$ cat config.mk
export PLATFORM = sky130hd
export DESIGN_NAME = iq_demux_mqam
export DESIGN_NICKNAME = d
export VERILOG_FILES = /design/src/rtl/iq_demux_pkg.sv /design/src/rtl/iq_bit_slicer.sv /design/src/rtl/iq_demux_mqam.sv
export SDC_FILE = /design/constraint.sdc
export NUM_CORES = 1
export LEC_CHECK = 0
export BUFFER_PORTS_ARGS = -buffer_cell sky130_fd_sc_hd__buf_2
export CORE_ASPECT_RATIO = 1.2
export CORE_MARGIN = 10
export CORE_UTILIZATION = 30
export DETAILED_ROUTE_END_ITERATION = 8
export PLACE_DENSITY = 0.55
export SLEW_MARGIN = 20
export SYNTH_ARGS = -nofsm -noshare
export SYNTH_HDL_FRONTEND = slang
export SYNTH_SLANG_ARGS = --single-unit
$ cat constraint.sdc
create_clock -name clk -period 2.7 [get_ports clk]
set_input_delay 0.135 -clock clk [delete_from_list [all_inputs] [get_ports clk]]
set_output_delay 0.135 -clock clk [all_outputs]
set_load 0.005 [all_outputs]
$ cat src/rtl/iq_demux_pkg.sv
// iq_demux_pkg: mode encodings, I/Q levels, Gray mapping and counter-width helper
package iq_demux_pkg;
    localparam logic MODE_QPSK  = 1'b0;
    localparam logic MODE_16QAM = 1'b1;
    localparam logic signed [2:0] LVL_P3 = 3'sd3;
    localparam logic signed [2:0] LVL_P1 = 3'sd1;
    localparam logic signed [2:0] LVL_M1 = -3'sd1;
    localparam logic signed [2:0] LVL_M3 = -3'sd3;

    function automatic int cnt_w(input int n);
        return n > 2 ? $clog2(n) : 1;
    endfunction

    // bits = {msb, lsb} of one axis; QPSK looks only at the msb
    function automatic logic signed [2:0] gray_map(input logic [1:0] bits, input logic mode);
        if (mode == MODE_QPSK) return bits[1] ? LVL_P1 : LVL_M1;
        return bits[1] ? (bits[0] ? LVL_P1 : LVL_P3) : (bits[0] ? LVL_M1 : LVL_M3);
    endfunction
endpackage

$ cat src/rtl/iq_bit_slicer.sv
// iq_bit_slicer: oversamples ser_i on a divided tick grid and decides each bit by majority
module iq_bit_slicer
    import iq_demux_pkg::*;
#(
    parameter int DIV_MAX = 100,
    parameter int OSR     = 100
) (
    input  logic clk,
    input  logic rst_n,
    input  logic en,
    input  logic sync_clr,
    input  logic ser_i,
    output logic bit_val,
    output logic bit_stb
);
    localparam int DW = cnt_w(DIV_MAX);
    localparam int SW = cnt_w(OSR);
    localparam int AW = cnt_w(OSR + 1);

    logic [DW-1:0] cnt_div;
    logic [SW-1:0] cnt_samp;
    logic [AW-1:0] ones_acc;
    logic          tick, last;
    logic [AW:0]   total;

    assign tick  = en && !sync_clr && cnt_div == DW'(DIV_MAX - 1);
    assign last  = cnt_samp == SW'(OSR - 1);
    assign total = {1'b0, ones_acc} + (AW + 1)'(ser_i);
    // decision is combinational so the symbol lands on the final tick edge; ties resolve to 0
    assign bit_stb = tick && last;
    assign bit_val = {total, 1'b0} > (AW + 2)'(OSR);

    always_ff @(posedge clk or negedge rst_n)
        if (!rst_n) begin
            cnt_div  <= '0;
            cnt_samp <= '0;
            ones_acc <= '0;
        end else if (sync_clr) begin
            cnt_div  <= '0;
            cnt_samp <= '0;
            ones_acc <= '0;
        end else if (en) begin
            cnt_div <= tick ? '0 : cnt_div + DW'(1);
            if (tick) begin
                cnt_samp <= last ? '0 : cnt_samp + SW'(1);
                ones_acc <= last ? '0 : ones_acc + AW'(ser_i);
            end
        end
endmodule

$ cat src/rtl/iq_demux_mqam.sv
// iq_demux_mqam: groups majority-decided bits into QPSK/16-QAM symbols and emits Gray-mapped signed I/Q
module iq_demux_mqam
    import iq_demux_pkg::*;
#(
    parameter int DIV_MAX = 100,
    parameter int OSR     = 100,
    parameter int OUT_W   = 4
) (
    input  logic                    clk,
    input  logic                    rst_n,
    input  logic                    en,
    input  logic                    sync_clr,
    input  logic                    mode,
    input  logic                    ser_i,
    output logic signed [OUT_W-1:0] I,
    output logic signed [OUT_W-1:0] Q,
    output logic                    sym_valid,
    output logic                    mode_act
);
    logic       bit_val, bit_stb, last_bit;
    logic [1:0] bit_idx;
    logic [3:0] sym_reg, sym_nxt;

    iq_bit_slicer #(.DIV_MAX(DIV_MAX), .OSR(OSR)) u_slicer (
        .clk      (clk),
        .rst_n    (rst_n),
        .en       (en),
        .sync_clr (sync_clr),
        .ser_i    (ser_i),
        .bit_val  (bit_val),
        .bit_stb  (bit_stb)
    );

    always_comb begin
        sym_nxt          = sym_reg;
        sym_nxt[bit_idx] = bit_val;
    end

    assign last_bit = bit_stb && bit_idx == (mode_act == MODE_16QAM ? 2'd3 : 2'd1);

    // even slots feed Q, odd slots feed I, first bit per axis is its msb
    always_ff @(posedge clk or negedge rst_n)
        if (!rst_n) begin
            I         <= '1;
            Q         <= '1;
            sym_valid <= 1'b0;
            mode_act  <= MODE_QPSK;
            bit_idx   <= '0;
            sym_reg   <= '0;
        end else if (sync_clr) begin
            sym_valid <= 1'b0;
            mode_act  <= mode;
            bit_idx   <= '0;
            sym_reg   <= '0;
        end else begin
            sym_valid <= last_bit;
            if (bit_stb) begin
                sym_reg <= last_bit ? '0 : sym_nxt;
                bit_idx <= last_bit ? '0 : bit_idx + 2'd1;
            end
            if (last_bit) begin
                Q        <= OUT_W'(gray_map({sym_nxt[0], sym_nxt[2]}, mode_act));
                I        <= OUT_W'(gray_map({sym_nxt[1], sym_nxt[3]}, mode_act));
                mode_act <= mode;
            end
        end
endmodule

==> metrics.csv, run 1 <==
metric;value;unit
Yosys Warn Count;0;
slowest cell delay on critical path;0.39;ns
drt total wl;4.61;mm
Mean Syn Cell Area;9.05;um2
clock period minus worst slack;2.28;ns
maximum vdd drop;0.000153;V
fmax;439;MHz
EDFF count, synth;0;
top cell type by total area after synthesis;dfrtp_1;
Synth Area in XOR/XNOR;2.16;%
Worst-path clk slew;0.07;ns
run status;finished clean;
Synth async-reset ratio;100;%
Req. time, crit path;2.90;ns
WL/cell;14.2;um
CTS tree;yes;
Nets;252;
# DRC;0;
post-route setup TNS;0;ns
number of synthesized register bits;33;
CP endpoint kind;flip-flop;
hpwl dp;3.27;mm
internal power;720;uW
max_slew headroom;47.6;%
Hold Vio Cnt, Final;0;
biggest regs;u_slicer.cnt_div (7), u_slicer.cnt_samp (7), u_slicer.ones_acc (7);
Setup violations, final;0;
worst skew pair latency;0.29;ns
Most used DFF post-synth;dfrtp_1;
Post-Synth Simple-Gate Area;26.0;%
mux share of post-synthesis cell area;0.556;%
Layout Skew;0.0126;ns
WS Path Type;flip-flop to flip-flop;
die width;95.0;um
Max Transition Viols Final;0;
Mapped Cells;224;
NetSw;258;uW
mapped cell area;2030;um2
Clock Power Share;37.5;%
CTS HTree Levels;2;
Lkg Pwr;0.000945;uW
Final Hold Slack;0.0604;ns
die height;110;um
top-count cell post-synth;dfrtp_1;
hold path start;mode;
CTS root buffer;clkbuf_8;
Starting Density;31.2;%
Hold WC Path Type;input port to flip-flop;
iteration-0 DRC count of the detailed router;81;
Worst Setup Start Kind;flip-flop;
unrepaired setup endpoints after global routing;no;
TritonCTS buffer count;5;
CP Cell Sequence;ha_1 -> ha_1 -> and2_1 -> o32a_1 -> o31a_1 -> a211o_1 -> a41oi_1 -> nand3_1;
share of the synthesized area in the top cell type;35.8;%
routed vias;1681;
fin crit share;84.3;%
grt ovf;0;
Placed Cells;315;
reg-to-reg startpoint;u_slicer.ones_acc[0];
Buf/Inv on CP;0;
Finished Layout Cells;324;
diode count;0;
worst-path fanout max;7;
DR pass1 iterations;4;
fraction of layout cells with a size suffix above 1;13.8;%
Routed Antenna Nets;0;
global-route wire length before repair;7.85;mm
initial antenna violation count;0;
Vias/cell;5.19;
top post-synthesis cells by area;dfrtp_1 (36%), dfstp_2 (5.2%), o21ai_0 (5.2%);
largest family of logic cells by synthesized area;simple AND/OR/NAND/NOR gates;
PortBufs;13;
site row count;32;
Worst-Margin Slew;0.786;ns
GRT Overall Usage;9.34;%
crit path max-delay cell type;dfrtp_1;
Placeable Area;6490;um2
IO Count;16;
number of global-route vias before repair;1653;
Combinational Power Share;9.1;%
CP Launch Point;u_slicer.ones_acc[0];
switching share of power;26.4;%
post-CTS resize count;0;
post-synthesis sequential area ratio;41.0;%
Layout Area Growth over Synthesis;11.5;%
most used cell, CP;ha_1;
WP data arrival;2.48;ns
MaxCap Viol Count;0;
synth unique cells;48;
Post-synth top cells;dfrtp_1 (29), nand2_1 (22), o21ai_0 (21);
compound-gate portion of the synthesized area;21.4;%
Flop pwr share;53.5;%
largest net degree at the start of global routing;34;
RePlAce Congestion;0.803;
synthesized-area fraction occupied by adder cells;4.94;%
CTS sink count;33;
PwrDens;433;nW/um2
die area;10500;um2
Worst path top cell family by delay;compound AO/OA/AOI/OAI gates;
clock tree buffer depth;2;
==> layer usage <==
layer / part of all wire (%) / routed length, um / GRT usage, % / vias up
li1: - / - / - / 840
met1: 46 / 2110 / 11.4 / 813
met2: 49 / 2270 / 15.2 / 22
met3: 3.7 / 172 / 2.50 / 6
met4: 1.4 / 65 / 3.96 / 0
met5: 0 / 0 / 0 / -
==> worst reg2reg max path: cells and delay by family, from the launching register on <==
kind                       cells  cell delay (ns)
AOI/OAI and AO/OA              4             1.01
DFF                            1             0.39
and+or+nand+nor                2             0.28
adders and majority gates      2             0.53
==> cells by family after synthesis <==
group	after synthesis
and+or+nand+nor	93
DFF	33
other	1
muxes	1
AOI/OAI and AO/OA	67
xor gates and xnor gates	5
buffers and inverters	16
adders and majority gates	8
==> placed cells by master, fill, tap and decap left out, types with 2 or more instances in the layout <==
master     instances
a211o_1            2
nand3b_1           3
ha_1               8
o21ai_1            4
xnor2_1            2
clkbuf_8           5
nor2_1            17
or2b_1             2
o2111ai_1          3
and3_1             5
and2_1             4
clkbuf_1           2
o21ai_0           21
nor2b_1            4
nand2_1           22
dfrtp_1           29
inv_1              5
o32a_1             2
nand3_1           13
buf_4              3
o31ai_1            5
a21oi_1           11
nand4_1            3
xor2_1             3
dfstp_2            4
buf_2             13
a41oi_1            2
a211oi_1           2
a21boi_0           4
a22o_1             4
conb_1             2
nand2b_1           7
nor3_1             4
==> metrics by stage <==
step	worst slack [ns]	utilization (%)	cell area [um2]	power (uW)
after floorplan	0.581	-	2030	584
after global placement	0.486	33.4	2170	618
after detailed placement	0.455	33.4	2170	621
after CTS	0.423	34.8	2260	1000
after global routing	0.272	34.8	2260	1040
final	0.423	34.8	2260	978
==> power groups by stage <==
stage	clock [uW]	sequential (uW)	combinational, uW
after floorplan	0	525	58.8
after global placement	0	531	86.9
after detailed placement	0	532	88.8
after CTS	390	522	90.1
after global routing	408	525	103
final	367	523	88.5
==> repair_timing <==
item,in CTS,in global routing
setup buffers,0,0
hold endpoints to repair,29,0
hold buffers,1,0
==> area by class of cell <==
class	count	area (um2)
Fill cell	686	4230
Multi-Input combinational cell	176	1120
Sequential cell	33	831
Tap cell	85	106
Timing Repair Buffer	17	97.6
Clock buffer	7	76.3
Inverter	5	18.8
Clock inverter	1	5.00
==> worst paths after layout <==
kind / to / slack (ns) / depth (start not counted)
setup / recovery: I[1] / 0.42 / 8
hold / removal: mode_act / 0.06 / 2
setup reg to reg: I[1] / 0.42 / 8
hold reg to reg: u_slicer.cnt_samp[6] / 0.49 / 1
max in group asynchronous: u_slicer.cnt_samp[0] / 1.72 / 2
min in group asynchronous: u_slicer.cnt_div[5] / 0.47 / 2
(Power assumes the default switching activity.)
==> inputs of run 2 (changes only) <==
==> constraint.sdc (replaced) <==
create_clock -name clk -period 2.1 [get_ports clk]
set_input_delay 0.105 -clock clk [delete_from_list [all_inputs] [get_ports clk]]
set_output_delay 0.105 -clock clk [all_outputs]
set_load 0.005 [all_outputs]
==> run 2 against run 1 <==
The flow now finishes with violations (negative setup slack). Critical path depth unchanged. Via count up 2.7%. Die area unchanged. Critical path type unchanged. Largest power group unchanged.
==> metrics.csv, run 2 (same netlist as run 1, synthesis figures left out) <==
metric;value;unit
grt ovf;0;
Routed Antenna Nets;0;
global-route wire length before repair;7.87;mm
iteration-0 DRC count of the detailed router;83;
IO Count;16;
Layout Skew;0.00709;ns
routed vias;1727;
biggest regs;u_slicer.cnt_div (7), u_slicer.cnt_samp (7), u_slicer.ones_acc (7);
WL/cell;13.4;um
register area;832;um2
fin crit share;101;%
Max Transition Viols Final;0;
Tot Pwr;1290;uW
Worst-Margin Slew;0.764;ns
Nets;271;
# DRC;0;
CTS sink count;33;
worst-path fanout max;7;
max_slew headroom;49.1;%
Setup violations, final;2;
CTS tree;yes;
fraction of layout cells with a size suffix above 1;26.0;%
post-route setup TNS;-0.0321;ns
filler cell count;670;
CTS HTree Levels;2;
die area;10500;um2
fmax;471;MHz
Hold WC Path Type;input port to flip-flop;
WS Path Type;flip-flop to flip-flop;
Worst-path clk slew;0.07;ns
Worst Setup Start Kind;flip-flop;
largest net degree at the start of global routing;34;
CP Cell Sequence;ha_4 -> ha_4 -> and2_4 -> o32a_1 -> o31a_1 -> a211o_1 -> a41oi_2 -> nand3_1;
dpl cell area;2300;um2
CP endpoint kind;flip-flop;
grt peak-use layer;met2;
die width;95.0;um
die height;110;um
met3 GRT Util;2.37;%
WP data arrival;2.33;ns
clock tree buffer depth;2;
worst skew pair latency;0.28;ns
grt met2 use;15.6;%
TritonCTS buffer count;5;
met1 Use GR;11.1;%
clock period minus worst slack;2.13;ns
Vias/cell;5.03;
Final Hold Slack;0.0461;ns
site row count;32;
hpwl dp;3.31;mm
final setup margin;-0.0252;ns
RePlAce Congestion;0.839;
run status;complete, but fails checks;
diode count;0;
most used cell, CP;ha_4;
MaxCap Viol Count;0;
GRT Overall Usage;9.26;%
PortBufs;13;
area of the multi-input gates;1210;um2
PwrDens;517;nW/um2
unrepaired setup endpoints after global routing;yes;
DR pass1 iterations;4;
initial antenna violation count;0;
Final Cell Area;2500;um2
most frequent cells in the layout;dfrtp_1 (28), nand2_1 (22), o21ai_0 (21), buf_4 (21), nor2_1 (17);
CTS root buffer;clkbuf_8;
Req. time, crit path;2.30;ns
Layout Area Growth over Synthesis;23.3;%
Placeable Area;6490;um2
Hold Vio Cnt, Final;0;
Lkg Pwr;0.00105;uW
crit path max-delay cell type;dfrtp_1;
most common cell after layout, fill and taps aside;dfrtp_1;
number of global-route vias before repair;1722;
failing checks;negative setup slack;
drt total wl;4.61;mm
maximum vdd drop;0.000367;V
slowest cell delay on critical path;0.41;ns
Starting Density;31.2;%
-- run 2: layout make-up --
class                   count  share of cell area (%)
multi-input cells         176                    48.3
flip-flops and latches     33                    33.3
repair buffers             36                    10.1
well taps                  85                    4.25
clock buffers               6                    2.90
inverters                   5                   0.751
clock inverters             2                   0.400
-- run 2: stage by stage --
step / setup slack [ns] / util (%) / instances
5_1_grt: -0.103 / 38.5 / 343
4_1_cts: -0.00678 / 37.6 / 340
2_1_floorplan: 0.0160 / - / 225
6_report: -0.0252 / 38.5 / 343
3_3_place_gp: -0.0364 / 35.4 / 330
3_5_place_dp: -0.0950 / 35.4 / 330
-- run 2: power by group --
group	switching (uW)	leakage, uW	internal [uW]
clock network	236	0.0000450	230
logic	88.6	0.000568	70.1
registers	14.7	0.000438	653
total	339	0.00105	952
-- run 2: worst paths after layout --
check / start / end / slack, ns / depth (start not counted)
min in group asynchronous: rst_n / bit_idx[1] / 0.44 / 2
hold reg to reg: u_slicer.cnt_div[5] / u_slicer.cnt_div[5] / 0.49 / 1
setup reg to reg: u_slicer.ones_acc[0] / Q[1] / -0.03 / 8
setup / recovery: u_slicer.ones_acc[0] / Q[1] / -0.03 / 8
hold / removal: mode / mode_act / 0.05 / 2
max in group asynchronous: rst_n / u_slicer.cnt_samp[3] / 1.14 / 2
-- run 2: layer usage --
metal	share of wire, %	routed length (um)
met2	48	2230
met1	47	2150
met4	0.96	44
met5	0	0
met3	3.9	181
-- run 2: timing repair --
action / CTS / global route
hold endpoints to repair: 29 / 0
setup buffers: 1 / 3
pin swaps: 7 / 12
gates resized for setup: 6 / 12
setup endpoints to repair: 6 / 6
hold buffers: 1 / 0
-- run 2: worst max-delay path, delay by kind of cell (launching register included) --
kind                     cells  cell delay [ns]
adder cells (fa/ha/maj)      2             0.39
flip-flops                   1             0.41
AND/OR/NAND/NOR              2             0.24
AO/OA/AOI/OAI                4             1.00
==> inputs of run 3 (changes only) <==
--- a/config.mk
+++ b/config.mk
@@ -11,6 +11,7 @@
 export CORE_UTILIZATION = 30
 export DETAILED_ROUTE_END_ITERATION = 8
 export PLACE_DENSITY = 0.55
+export SETUP_SLACK_MARGIN = 0.05
 export SLEW_MARGIN = 20
 export SYNTH_ARGS = -nofsm -noshare
 export SYNTH_HDL_FRONTEND = slang
==> run 3 against run 2 <==
Worst hold slack lost 0.0078 ns. First-iteration DRC count down 39%. Critical endpoint is now I[1]. The run still ends with negative setup slack left. Maximum frequency is 0.98% higher. Clock power rose by 6.9%. Critical path depth is 2 higher. Count of clock-buffer cells in the layout increased by 2. Worst setup slack better by 0.021 ns.
==> metrics.csv, run 3 (same netlist as run 1, synthesis figures left out) <==
metric;value;unit
CTS sink count;33;
CP endpoint kind;flip-flop;
Vias/cell;5.12;
Lkg Pwr;0.00106;uW
most used cell, CP;buf_4;
filler cell count;670;
TritonCTS buffer count;5;
unrepaired setup endpoints after global routing;yes;
worst skew pair latency;0.29;ns
max_slew headroom;50.1;%
Worst path top cell family by delay;compound AO/OA/AOI/OAI gates;
Worst-path clk slew;0.07;ns
WL/cell;13.8;um
most frequent cells in the layout;dfrtp_1 (29), buf_4 (22), nand2_1 (21), o21ai_0 (21), nor2_1 (17);
grt peak-use layer;met2;
post-layout util;38.8;%
dpl ws;-0.0785;ns
FF-to-FF setup slack;-0.004;ns
diode count;0;
met3 GRT Util;2.44;%
Worst-Margin Slew;0.749;ns
grt ovf;0;
number of global-route vias before repair;1788;
clock tree buffer depth;2;
register area;831;um2
crit path max-delay cell type;dfrtp_1;
depth of the worst hold-timing path;2;
Max Transition Viols Final;0;
Hold Vio Cnt, Final;0;
grt met2 use;16.8;%
PortBufs;13;
die width;95.0;um
WP data arrival;2.31;ns
Nets;272;
fmax;475;MHz
WS Path Type;flip-flop to flip-flop;
Layout Area Growth over Synthesis;24.1;%
global-route wire length before repair;8.11;mm
Routed Antenna Nets;0;
most common cell after layout, fill and taps aside;dfrtp_1;
DR pass1 iterations;4;
cell count of the worst reg-to-reg path;10;
Starting Density;31.2;%
hold endpoint;mode_act;
PwrDens;528;nW/um2
GRT Overall Usage;9.68;%
run status;complete, but fails checks;
clock period minus worst slack;2.10;ns
IO Count;16;
area of the multi-input gates;1210;um2
Req. time, crit path;2.31;ns
hpwl dp;3.38;mm
fin crit share;100;%
CTS HTree Levels;2;
die area;10500;um2
CTS root buffer;clkbuf_8;
hold path start;mode;
Buf/Inv on CP;2;
die height;110;um
CP Cell Sequence;ha_2 -> ha_4 -> buf_4 -> a21oi_2 -> o32a_1 -> o31a_1 -> buf_4 -> a211oi_2 -> o2111ai_1 -> nand3_1;
Setup violations, final;2;
biggest regs;u_slicer.cnt_div (7), u_slicer.cnt_samp (7), u_slicer.ones_acc (7);
largest net degree at the start of global routing;34;
Worst Setup Start Kind;flip-flop;
Hold WC Path Type;input port to flip-flop;
site row count;32;
Tot Pwr;1330;uW
drt total wl;4.73;mm
fraction of layout cells with a size suffix above 1;26.6;%
failing checks;negative setup slack;
slowest cell delay on critical path;0.38;ns
RePlAce Congestion;0.804;
reg-to-reg startpoint;u_slicer.ones_acc[0];
initial antenna violation count;0;
iteration-0 DRC count of the detailed router;51;
post-route setup TNS;-0.00866;ns
routed vias;1761;
# DRC;0;
maximum vdd drop;0.000269;V
worst r2r dst;I[1];
CTS tree;yes;
worst-path fanout max;6;
MaxCap Viol Count;0;
met1 Use GR;10.9;%
Layout Skew;0.00429;ns
final setup margin;-0.00448;ns
Placeable Area;6490;um2
## run 3: power breakdown
part           total [uW]  internal [uW]  switching (uW)
Combinational         163           71.4            91.5
Clock                 498            267             230
Sequential            667            653            13.8
## run 3: final cells by class
type,instances,share of cell area [%]
Clock buffer,8,3.58
Inverter,5,0.746
Multi-Input combinational cell,176,48.1
Sequential cell,33,33.0
Tap cell,85,4.23
Timing Repair Buffer,37,10.3
## run 3: how the worst max path moves through the flow
stage,start,end,slack [ns],depth (start not counted)
CTS,u_slicer.ones_acc[0],I[1],0.02,8
floorplan,u_slicer.ones_acc[0],I[1],0.02,8
global placement,u_slicer.ones_acc[0],I[1],-0.05,8
finish,u_slicer.ones_acc[0],I[1],-0.004,10
global route,u_slicer.ones_acc[0],Q[1],-0.08,8
detailed placement,u_slicer.ones_acc[0],I[1],-0.08,8
## run 3: per-stage QoR
| stage | cell area [um2] | std cells | hold WS, ns |
|---|---|---|---|
| after floorplan | 2030 | 225 | -0.191 |
| after global placement | 2300 | 330 | 0.234 |
| after detailed placement | 2300 | 330 | 0.228 |
| after CTS | 2440 | 340 | 0.0379 |
| after global routing | 2510 | 344 | 0.0521 |
| final | 2510 | 344 | 0.0383 |
## run 3: timing repair
item | CTS | global route
buffers inserted | 1 | 4
pin swaps | 12 | 7
gates resized for setup | 8 | 12
setup endpoints to repair | 6 | 10
endpoints found under the hold margin | 29 | 0
hold buffers | 1 | 0
## run 3: metal layers
metal  vias to the layer above  wire length [um]
met2                        30              2320
met1                       838              2110
met3                        11               199
met4                         0               104
li1                        882                 -
met5                         -                 0
